## src/rtl/lfb_writer.sv

```systemverilog
// Linear framebuffer writer: Wishbone CPU window to FML bridge with a 4-entry posted-write FIFO.
// Optional FML readback is enabled by defining LFB_READBACK_EN; otherwise reads return zero.
module lfb_writer #(
  parameter int                   fml_depth = 25,
  parameter logic [fml_depth-1:0] fb_base   = 25'h0A0000
) (
  input  logic                 clk,
  input  logic                 rst,
  input  logic [15:0]          start_addr,

  input  logic [15:0]          wb_adr_i,
  input  logic [15:0]          wb_dat_i,
  input  logic [1:0]           wb_sel_i,
  input  logic                 wb_we_i,
  input  logic                 wb_stb_i,
  input  logic                 wb_cyc_i,
  output logic [15:0]          wb_dat_o,
  output logic                 wb_ack_o,

  output logic [fml_depth-1:0] fml_adr,
  output logic                 fml_stb,
  output logic                 fml_we,
  output logic [1:0]           fml_sel,
  output logic [15:0]          fml_do,
  input  logic                 fml_ack,
  input  logic [15:0]          fml_di,

  output logic                 fifo_empty
);

  typedef enum logic [1:0] {
    S_IDLE = 2'd0,
    S_WR   = 2'd1,
    S_RD   = 2'd2
  } state_t;

  state_t               state_q;
  logic                 fml_stb_q;
  logic                 fml_we_q;
  logic [1:0]           fml_sel_q;
  logic [fml_depth-1:0] fml_adr_q;
  logic [15:0]          fml_do_q;
  logic                 wb_ack_q;
  logic [15:0]          wb_dat_q;

  logic [2:0]           count_q, count_d;
  logic [1:0]           wr_ptr_q, wr_ptr_d;
  logic [1:0]           rd_ptr_q, rd_ptr_d;
  logic [15:0]          fifo_adr_q [4];
  logic [15:0]          fifo_dat_q [4];
  logic [1:0]           fifo_sel_q [4];

  logic                 wb_req;
  logic                 wr_req;
  logic                 rd_req;
  logic                 push;
  logic                 pop;
  logic                 rd_accept;
  logic                 fml_ack_seen;

  // Byte address into FML; bit 0 is forced low because FML is 16-bit addressed.
  function automatic logic [fml_depth-1:0] fml_addr(input logic [15:0] word_adr);
    logic [fml_depth-1:0] sum;
    sum    = fb_base + fml_depth'({word_adr, 1'b0}) + fml_depth'(start_addr);
    sum[0] = 1'b0;
    return sum;
  endfunction

  assign wb_req       = wb_cyc_i & wb_stb_i;
  assign wr_req       = wb_req & wb_we_i;
  assign rd_req       = wb_req & ~wb_we_i;
  assign fml_ack_seen = fml_stb_q & fml_ack;

  // The full check uses the registered count, so a same-cycle pop cannot admit a push.
  assign push = wr_req & ~wb_ack_q & (count_q < 3'd4);
  assign pop  = (state_q == S_WR) & fml_ack_seen;

`ifdef LFB_READBACK_EN
  assign rd_accept = rd_req & ~wb_ack_q & (count_q == 3'd0) & (state_q == S_IDLE);
`else
  assign rd_accept = rd_req & ~wb_ack_q;
  logic unused_fml_di;
  assign unused_fml_di = ^fml_di;
`endif

  always_comb begin
    count_d  = count_q;
    wr_ptr_d = wr_ptr_q;
    rd_ptr_d = rd_ptr_q;
    if (push) begin
      wr_ptr_d = wr_ptr_q + 2'd1;
    end
    if (pop) begin
      rd_ptr_d = rd_ptr_q + 2'd1;
    end
    if (push && !pop) begin
      count_d = count_q + 3'd1;
    end else if (pop && !push) begin
      count_d = count_q - 3'd1;
    end
  end

  always_ff @(posedge clk) begin
    if (rst) begin
      count_q  <= 3'd0;
      wr_ptr_q <= 2'd0;
      rd_ptr_q <= 2'd0;
    end else begin
      count_q  <= count_d;
      wr_ptr_q <= wr_ptr_d;
      rd_ptr_q <= rd_ptr_d;
    end
  end

  // FIFO storage carries data only, so it needs no reset.
  always_ff @(posedge clk) begin
    if (push) begin
      fifo_adr_q[wr_ptr_q] <= wb_adr_i;
      fifo_dat_q[wr_ptr_q] <= wb_dat_i;
      fifo_sel_q[wr_ptr_q] <= wb_sel_i;
    end
  end

  always_ff @(posedge clk) begin
    if (rst) begin
      state_q   <= S_IDLE;
      fml_stb_q <= 1'b0;
      fml_we_q  <= 1'b0;
      fml_sel_q <= 2'b00;
      fml_adr_q <= '0;
      fml_do_q  <= 16'h0000;
      wb_ack_q  <= 1'b0;
      wb_dat_q  <= 16'h0000;
    end else begin
`ifdef LFB_READBACK_EN
      wb_ack_q <= push | ((state_q == S_RD) & fml_ack_seen);
`else
      wb_ack_q <= push | rd_accept;
      if (rd_accept) begin
        wb_dat_q <= 16'h0000;
      end
`endif
      unique case (state_q)
        S_IDLE: begin
          // Draining posted writes always wins over a waiting read.
          if (count_q != 3'd0) begin
            state_q   <= S_WR;
            fml_stb_q <= 1'b1;
            fml_we_q  <= 1'b1;
            fml_adr_q <= fml_addr(fifo_adr_q[rd_ptr_q]);
            fml_sel_q <= fifo_sel_q[rd_ptr_q];
            fml_do_q  <= fifo_dat_q[rd_ptr_q];
          end
`ifdef LFB_READBACK_EN
          else if (rd_accept) begin
            state_q   <= S_RD;
            fml_stb_q <= 1'b1;
            fml_we_q  <= 1'b0;
            fml_adr_q <= fml_addr(wb_adr_i);
            fml_sel_q <= 2'b11;
          end
`endif
        end
        S_WR: begin
          if (fml_ack_seen) begin
            state_q   <= S_IDLE;
            fml_stb_q <= 1'b0;
          end
        end
        S_RD: begin
          if (fml_ack_seen) begin
            state_q   <= S_IDLE;
            fml_stb_q <= 1'b0;
            wb_dat_q  <= fml_di;
          end
        end
        default: begin
          state_q   <= S_IDLE;
          fml_stb_q <= 1'b0;
        end
      endcase
    end
  end

  assign wb_ack_o   = wb_ack_q;
  assign wb_dat_o   = wb_dat_q;
  assign fml_stb    = fml_stb_q;
  assign fml_we     = fml_we_q;
  assign fml_sel    = fml_sel_q;
  assign fml_adr    = fml_adr_q;
  assign fml_do     = fml_do_q;
  assign fifo_empty = (count_q == 3'd0);

endmodule
```

## config.mk

```make
export PLATFORM = sky130hd
export DESIGN_NAME = lfb_writer
export DESIGN_NICKNAME = d
export VERILOG_FILES = /design/src/rtl/lfb_writer.sv
export SDC_FILE = /design/constraint.sdc
export NUM_CORES = 1
export LEC_CHECK = 0
export CAP_MARGIN = 20
export CORE_MARGIN = 2
export CORE_UTILIZATION = 55
export CTS_BUF_LIST = sky130_fd_sc_hd__clkbuf_4
export DETAILED_ROUTE_END_ITERATION = 8
export PLACE_DENSITY = 0.85
export SLEW_MARGIN = 20
export SYNTH_ARGS = -nofsm -noshare
export SYNTH_HDL_FRONTEND = slang
export SYNTH_SLANG_ARGS = --single-unit
```

## constraint.sdc

```tcl
create_clock -name clk -period 3.4 [get_ports clk]
set_clock_uncertainty 0.15 [all_clocks]
set_input_delay 0.68 -clock clk [delete_from_list [all_inputs] [get_ports clk]]
set_output_delay 0.68 -clock clk [all_outputs]
set_load 0.05 [all_outputs]
```

# Yosys cells after proc, flatten, opt, wreduce, memory -nomap -nowiden
# Memories as Yosys holds them, arrays and structs flattened. A register that Yosys moved wholly into a read port is not among the register bits.
# Cells that the tools add are included.
# op_classes
addsub	6
muxes	15
magnitude_cmp	1
n_eq_ne	4
n_reduce_logical	11
bitwise	11
# op_table
op	count
two-way mux 16 bit	3
adder 21 x 16 -> 22 bit	1
adder 20 x 17 -> 21 bit, first input constant	1
AND 1 bit	8
two-way mux 2 bit	4
two-way mux 3 bit	2
adder 2 x 1 -> 2 bit, second input constant	2
two-way mux 1 bit	4
case mux 2 bit (2 select lines)	1
AND reduction 2 bit	2
adder 3 x 1 -> 3 bit, second input constant	1
logical NOT 3 bit	1
less-than comparator 3 bit, second input constant	1
nonzero test 3 bit	1
subtractor 3 x 1 -> 3 bit, second input constant	1
equality test 2 x 1 -> 1 bit, second input constant	1
equality test 2 bit, second input constant	1
logical AND 1 bit	2
logical NOT 1 bit	2
logical NOT 2 bit	1
inequality test 2 x 1 -> 1 bit, second input constant	1
inequality test 2 bit, second input constant	1
NOT 1 bit	2
case mux 1 bit (2 select lines)	1
3 further kinds	3
# word_totals
input_bits	72
ram_bits	136
wordCells	60
ff_bits	52
out_inout_bits	63
mem_count	3
# memory_table
name	depth	width	rd	rd_clocked_by_memory_dff	wr	line	source
fifo_adr_q	4	16	1	1	1	49	logic [15:0] fifo_adr_q [4];
fifo_dat_q	4	16	1	1	1	50	logic [15:0] fifo_dat_q [4];
fifo_sel_q	4	2	1	1	1	51	logic [1:0] fifo_sel_q [4];

# Logic depth before layout (Yosys ltp)
# Gate-level depths: netlist (run 1).
# logic_depth
depth_word	8
ltp_mapped	10
ltp_nobuf	9

# Worst setup path after synthesis (run 1)
# Ideal clock, no wire load.
# synth_path
kind	register to register
startpoint	reg (tool-made name)
endpoint	reg fml_adr_q[16] (netlist: fml_adr[16])
setup_ps	117
stages_incl_launch_ff	11
t_required_ps	3133
arrival_time_ps	2700
setup_slack_ps	433
synth_period_minus_slack_ps	2967
n_path_buf	3
path_cell_list	dfxtp_1 buf_6 buf_2 mux4_2 ha_1 buf_2 a21oi_1 o21ai_0 a21o_1 or3_1 a32o_1
# synth_lines
element	line	source
end signal, assigned	150	fml_adr_q <= fml_addr(fifo_adr_q[rd_ptr_q]);
end, declared	41	logic [fml_depth-1:0] fml_adr_q;

==> flow_summary_export.csv, run 1 <==
group,metric,value,unit
outcome,status,"finished clean",
clock_tree,cts_tree,"yes",
detailed_routing,first_pass_iters,5,
detailed_routing,drt_iter0_markers,365,
floorplanning,io_pins,135,
clock_tree,path_clk_slew,0.14,ns
floorplanning,core,13800,um^2
sta,slew_violations,0,
sta,rsz0062_at_grt,"no",
detailed_routing,drt-vias-per-instance,5.77,
sta,fin_setup_tns,0,ns
synthesis,ys_ff_latch,184,
clock_tree,clock_sinks,184,
cells_and_area,syn_to_final_growth,17.9,%
worst_setup_path,critical_path_required,3.73,ns
global_routing,track_usage,22.1,%
detailed_routing,num_vias,4718,
clock_tree,postCtsSetupBuffers,0,
synthesis,yosys_warnings,0,
worst_setup_path,reg2regPathDepth,10,
clock_tree,cts_hold_buffers,0,
synthesis,synth_compound_area_share,7.87,%
detailed_routing,ant_nets,0,
global_routing,grt_max_degree,26,
power,leakage,3.13,nW
clock_tree,numCtsBuffers,17,
synthesis,avgSynthCellArea,14.8,um^2
run,maxCapViolations,0,
worst_setup_path,startpoint_type,"flop",
sta,finalHoldViolCount,0,
floorplanning,initial_core_util,56.0,%
floorplanning,die_x,122,um
synthesis,yosysMostFrequentCell,"edfxtp_1",
synthesis,synthTopCellsByCount,"136 x edfxtp_1, 57 x nand2_1, 48 x dfxtp_1, 45 x a21oi_1, 30 x mux4_2",
sta,finalCriticalPeriod,3.09,ns
worst_setup_path,worstSetupPathType,"reg2reg",
placed_design,post-dp-hpwl,10800,um
synthesis,synth_cell_type_count,55,
global_routing,grt_pass1_vias,4633,
sta,finalSetupViolations,0,
placed_design,gp_congestion,0.886,
cells_and_area,nFillCells,956,
global_routing,antenna_found_initial,1,
synthesis,yosysSeqAreaShare,65.4,%
clock_tree,cts-root-buf,"clkbuf_4",
cells_and_area,finalNonFillerCells,818,
synthesis,synth_top_family_by_area,"multiplexers",
worst_setup_path,crit_path_end_kind,"flop",
placed_design,placed_cell_area,8840,um^2
synthesis,ys.flop_type,"edfxtp_1",
global_routing,grt_overflow,0,
global_routing,grt_pass1_wl,24200,um
placed_design,place.port_buffers,95,
detailed_routing,routedWlPerCell,19.3,um
worst_setup_path,arrival,3.42,ns
synthesis,synth_area,7710,um^2
clock_tree,clkLatencyLatePin,0.56,ns
sta,slew_headroom,34.6,%
synthesis,synth_area_leaders,"edfxtp_1 53%, dfxtp_1 12%, mux4_2 8.8%",
floorplanning,die_area,15000,um^2
synthesis,syn_inst,522,
worst_setup_path,crit_end,"fml_adr[17]",
power,power.density,690,nW/um^2
synthesis,synth_xor_area_share,1.14,%
worst_hold_path,min_path_type,"reg2reg",
cells_and_area,nets,718,
clock_tree,cts_max_path_buffers,2,
synthesis,synth_edf_count,136,
worst_setup_path,crit_path_max_fanout,16,
synthesis,async_flop_share,0,%
worst_setup_path,rr_endpoint,"fml_adr[17]",
clock_tree,h-tree-depth,4,
synthesis,yosysTopAreaCell,"edfxtp_1",
synthesis,synth_top_area_share,53.0,%
cells_and_area,fin_util,66.0,%
cells_and_area,design_area,9090,um^2
synthesis,yosys-mux-area-fraction,10.4,%
cells_and_area,seq_area,5040,um^2
clock_tree,cts_resized,0,
detailed_routing,totalWireLength,15800,um
synthesis,synthSimpleGateAreaFrac,7.22,%
power,peakVddDrop,362,uV
floorplanning,rows,43,
cells_and_area,multi_input_area,2430,um^2
placed_design,placedCellCount,785,
detailed_routing,remaining_drc_errors,0,
worst_setup_path,r2r_slack,0.31,ns
sta,period_share,90.8,%
floorplanning,die_h,122,um
sta,fmax,324,MHz
synthesis,synth_fa_ha_area_share,3.77,%
sta,worst-slew-pin-transition,0.980,ns
cells_and_area,layout-drive-gt1-share,14.1,%
per-stage QoR:
step	power [mW]	hold slack, ns	worst slack, ns
after detailed placement	5.25	0.297	0.250
after global placement	5.19	0.293	0.295
final	6.27	0.311	0.313
after CTS	6.30	0.315	0.330
after global routing	6.56	0.333	0.0585
after floorplan	4.48	0.356	0.433
critical path: stages, from the launching register on:
cell	delay [ns]
dfxtp_1	0.38
buf_12	0.20
mux4_1	0.58
ha_1	0.24
inv_1	0.08
fa_1	0.20
nor2b_1	0.08
o2111ai_2	0.31
a21oi_1	0.18
or3_1	0.40
a41oi_1	0.21
kinds of logic after synthesis:
logic type,after synthesis
AOI/OAI and AO/OA,94
xor gates and xnor gates,10
adders and majority gates,22
buffers and inverters,57
DFF,184
muxes,36
other,1
and+or+nand+nor,118
worst min-delay path by stage:
| stage | depth (start not counted) | endpoint | from |
|---|---|---|---|
| after detailed placement | 2 | fml_do[13] | fml_do[13] |
| after global placement | 2 | fml_do[0] | fml_do[0] |
| after global routing | 2 | fml_do[13] | fml_do[13] |
| final | 2 | fml_sel[1] | fml_sel[1] |
| after CTS | 2 | fml_do[13] | fml_do[13] |
| after floorplan | 2 | count_q[2] | count_q[2] |
flip-flops by register name (all words and copies together), names as in the netlist, named ones only:
register / cells
fml_stb: 1
fml_sel: 2
fifo_sel_q: 8
fifo_adr_q: 64
wb_ack_o: 1
rd_ptr_q: 2
fifo_dat_q: 64
fml_adr: 19
fml_do: 16
count_q: 3
wr_ptr_q: 2
routing by layer:
layer  GRT usage [%]  wire [um]  vias to the layer above
li1                -          -                     2160
met1            29.2       6460                     2333
met2            36.5       7980                      203
met3            4.37       1060                       22
met4            8.26        282                        0
met5               0          0                        -
placed cells by master, fill, tap and decap left out, types with 2 or more instances in the layout:
master           count
a211o_1              3
a211oi_1             5
a21o_1               6
a21oi_1             45
a32o_1               2
and2_2               4
and3_1               4
buf_12               3
buf_4               14
clkbuf_4            21
clkdlybuf4s50_1     94
clkinv_2             7
clkinv_4             2
conb_1              22
dfxtp_1             48
edfxtp_1           136
fa_1                 2
ha_1                20
inv_1                7
mux2i_1              2
mux4_1               4
mux4_2              30
nand2_1             57
nand3_1              9
nand3b_1             3
nand4_1              4
nor2_1              15
nor3_1               7
o21a_1               6
o21ai_0             10
o21ai_1              2
o31ai_1              2
or3_1                6
xnor2_1              5
xor2_1               5
where the power goes:
part	leakage, nW	total, mW	internal [mW]	switching [mW]
Combinational	1.36	2.42	0.867	1.55
Clock	0.148	1.06	0.386	0.676
Sequential	1.62	2.79	2.63	0.159
area by class of cell:
class | instances | area share (%)
diodes | 1 | 0.0275
multi-input cells | 302 | 26.8
repair buffers | 112 | 12.2
clock buffers | 21 | 1.74
well taps | 180 | 2.48
inverters | 7 | 0.289
clock inverters | 11 | 0.950
flip-flops and latches | 184 | 55.5
Power figures use the tool's default switching activity.
==> run 2: changes to the inputs <==
--- a/config.mk
+++ b/config.mk
@@ -10,7 +10,8 @@
 export CORE_UTILIZATION = 55
 export CTS_BUF_LIST = sky130_fd_sc_hd__clkbuf_4
 export DETAILED_ROUTE_END_ITERATION = 8
-export PLACE_DENSITY = 0.85
+export PLACE_DENSITY = 0.9
+export SKIP_LAST_GASP = 1
 export SLEW_MARGIN = 20
 export SYNTH_ARGS = -nofsm -noshare
 export SYNTH_HDL_FRONTEND = slang
==> run 2 against run 1 <==
Largest power group unchanged. Worst setup slack lost 0.024 ns. Critical path type unchanged. Clock power grew 13%. Cell count shrank 0.49%. Sequential share of layout area shrank 0.31 points. Register-to-register slack lost 0.02 ns.
==> flow_summary_export.csv, run 2 (same netlist as run 1, synthesis figures left out) <==
group,metric,value,unit
floorplanning,io_pins,135,
global_routing,grt_pass1_wl,24700,um
placed_design,pre_cts_ws,0.236,ns
detailed_routing,wl_met1,6170,um
clock_tree,h-tree-depth,4,
sta,slew_violations,0,
placed_design,placedCellCount,781,
worst_hold_path,min_path_type,"reg2reg",
worst_setup_path,worstSetupPathType,"reg2reg",
clock_tree,postCtsSetupBuffers,0,
sta,fin_setup_tns,0,ns
detailed_routing,remaining_drc_errors,0,
sta,final.setup.worst_slack,0.289,ns
worst_setup_path,startpoint_type,"flop",
clock_tree,cts-root-buf,"clkbuf_4",
clock_tree,cts_resized,0,
detailed_routing,dr.max_layer_used,"met4",
cells_and_area,finalNonFillerCells,814,
cells_and_area,mostFrequentLayoutCell,"edfxtp_1",
worst_setup_path,arrival,3.49,ns
detailed_routing,drt_iter0_markers,378,
worst_setup_path,crit_path_end_kind,"flop",
global_routing,antenna_found_initial,1,
clock_tree,clkLatencyLatePin,0.60,ns
global_routing,grt_overflow,0,
sta,finalHoldViolCount,0,
detailed_routing,dr_wl_met3,1190,um
cells_and_area,fin_util,66.3,%
floorplanning,die_h,122,um
placed_design,gp_congestion,0.889,
clock_tree,cts_hold_buffers,0,
sta,rsz0062_at_grt,"no",
clock_tree,numCtsBuffers,17,
cells_and_area,syn_to_final_growth,18.5,%
power,peakVddDrop,429,uV
cells_and_area,final_cell_mix,"136 x edfxtp_1, 94 x clkdlybuf4s50_1, 57 x nand2_1",
sta,worst-slew-pin-transition,1.01,ns
floorplanning,core,13800,um^2
detailed_routing,ant_nets,0,
floorplanning,initial_core_util,56.0,%
worst_hold_path,min_path_cells,2,
global_routing,grt_max_degree,35,
worst_setup_path,critical_path_required,3.78,ns
placed_design,place.port_buffers,95,
sta,finalSetupViolations,0,
power,power.density,700,nW/um^2
detailed_routing,routedWlPerCell,20.1,um
detailed_routing,met2WireLength,8530,um
outcome,status,"finished clean",
floorplanning,rows,43,
power,finalPower,6.39,mW
power,leakage,3.12,nW
global_routing,grt_pass1_vias,4830,
worst_hold_path,min_from,"fml_do[8]",
worst_setup_path,reg2regPathDepth,10,
placed_design,post-dp-hpwl,11200,um
floorplanning,die_area,15000,um^2
sta,period_share,91.5,%
sta,finalCriticalPeriod,3.11,ns
clock_tree,path_clk_slew,0.16,ns
clock_tree,cts_max_path_buffers,2,
detailed_routing,totalWireLength,16300,um
cells_and_area,layout-drive-gt1-share,13.7,%
clock_tree,clock_sinks,184,
clock_tree,cts_tree,"yes",
detailed_routing,num_vias,4803,
worst_setup_path,crit_path_max_fanout,16,
cells_and_area,nets,714,
worst_setup_path,cpMaxStageDelayCell,"mux4_1",
detailed_routing,drt-vias-per-instance,5.90,
floorplanning,die_x,122,um
detailed_routing,first_pass_iters,6,
sta,slew_headroom,32.6,%
global_routing,track_usage,22.7,%
worst_setup_path,worstPathCellList,"buf_12, mux4_1, ha_1, inv_1, fa_1, nor2b_1, o2111ai_2, a21oi_1, or3_1, a41oi_1",
worst_setup_path,critPathMaxStageDelay,0.58,ns
run,maxCapViolations,0,
sta,fmax,321,MHz
[run 2: layer usage]
layer / up-vias / GRT usage, %
met5: - / 0
met4: 0 / 10.4
met3: 36 / 5.53
met2: 247 / 38.3
met1: 2374 / 27.9
li1: 2146 / -
[run 2: path summary, 6_finish.rpt]
kind	end	slack (ns)
setup / recovery	fml_adr[17]	0.29
hold reg to reg	fml_do[8]	0.32
setup reg to reg	fml_adr[17]	0.29
hold / removal	fml_do[8]	0.32
[run 2: power breakdown]
| group | internal [mW] | switching [mW] | total (mW) |
|---|---|---|---|
| combinational | 0.846 | 1.56 | 2.41 |
| sequential | 2.63 | 0.164 | 2.79 |
| clock | 0.346 | 0.850 | 1.20 |
[run 2: critical path, delay by kind of cell (launching register included)]
family / cells / cell delay, ns
simple gates: 2 / 0.48
flops: 1 / 0.39
compound gates: 3 / 0.72
buf+inv: 2 / 0.27
fa+ha+maj: 2 / 0.44
mux: 1 / 0.58
[run 2: final cells by class]
cell class	instances	area (um^2)
flip-flops and latches	184	5040
fillers	930	4640
multi-input cells	302	2430
repair buffers	108	1110
well taps	180	225
clock inverters	15	173
clock buffers	17	128
inverters	7	26.3
diodes	1	2.50
[run 2: metrics by stage]
step	hold slack [ns]	cell area, um^2
5_1_grt	0.342	9140
3_5_place_dp	0.300	8830
6_report	0.316	9140
3_3_place_gp	0.294	8830
2_1_floorplan	0.356	7790
4_1_cts	0.320	9140
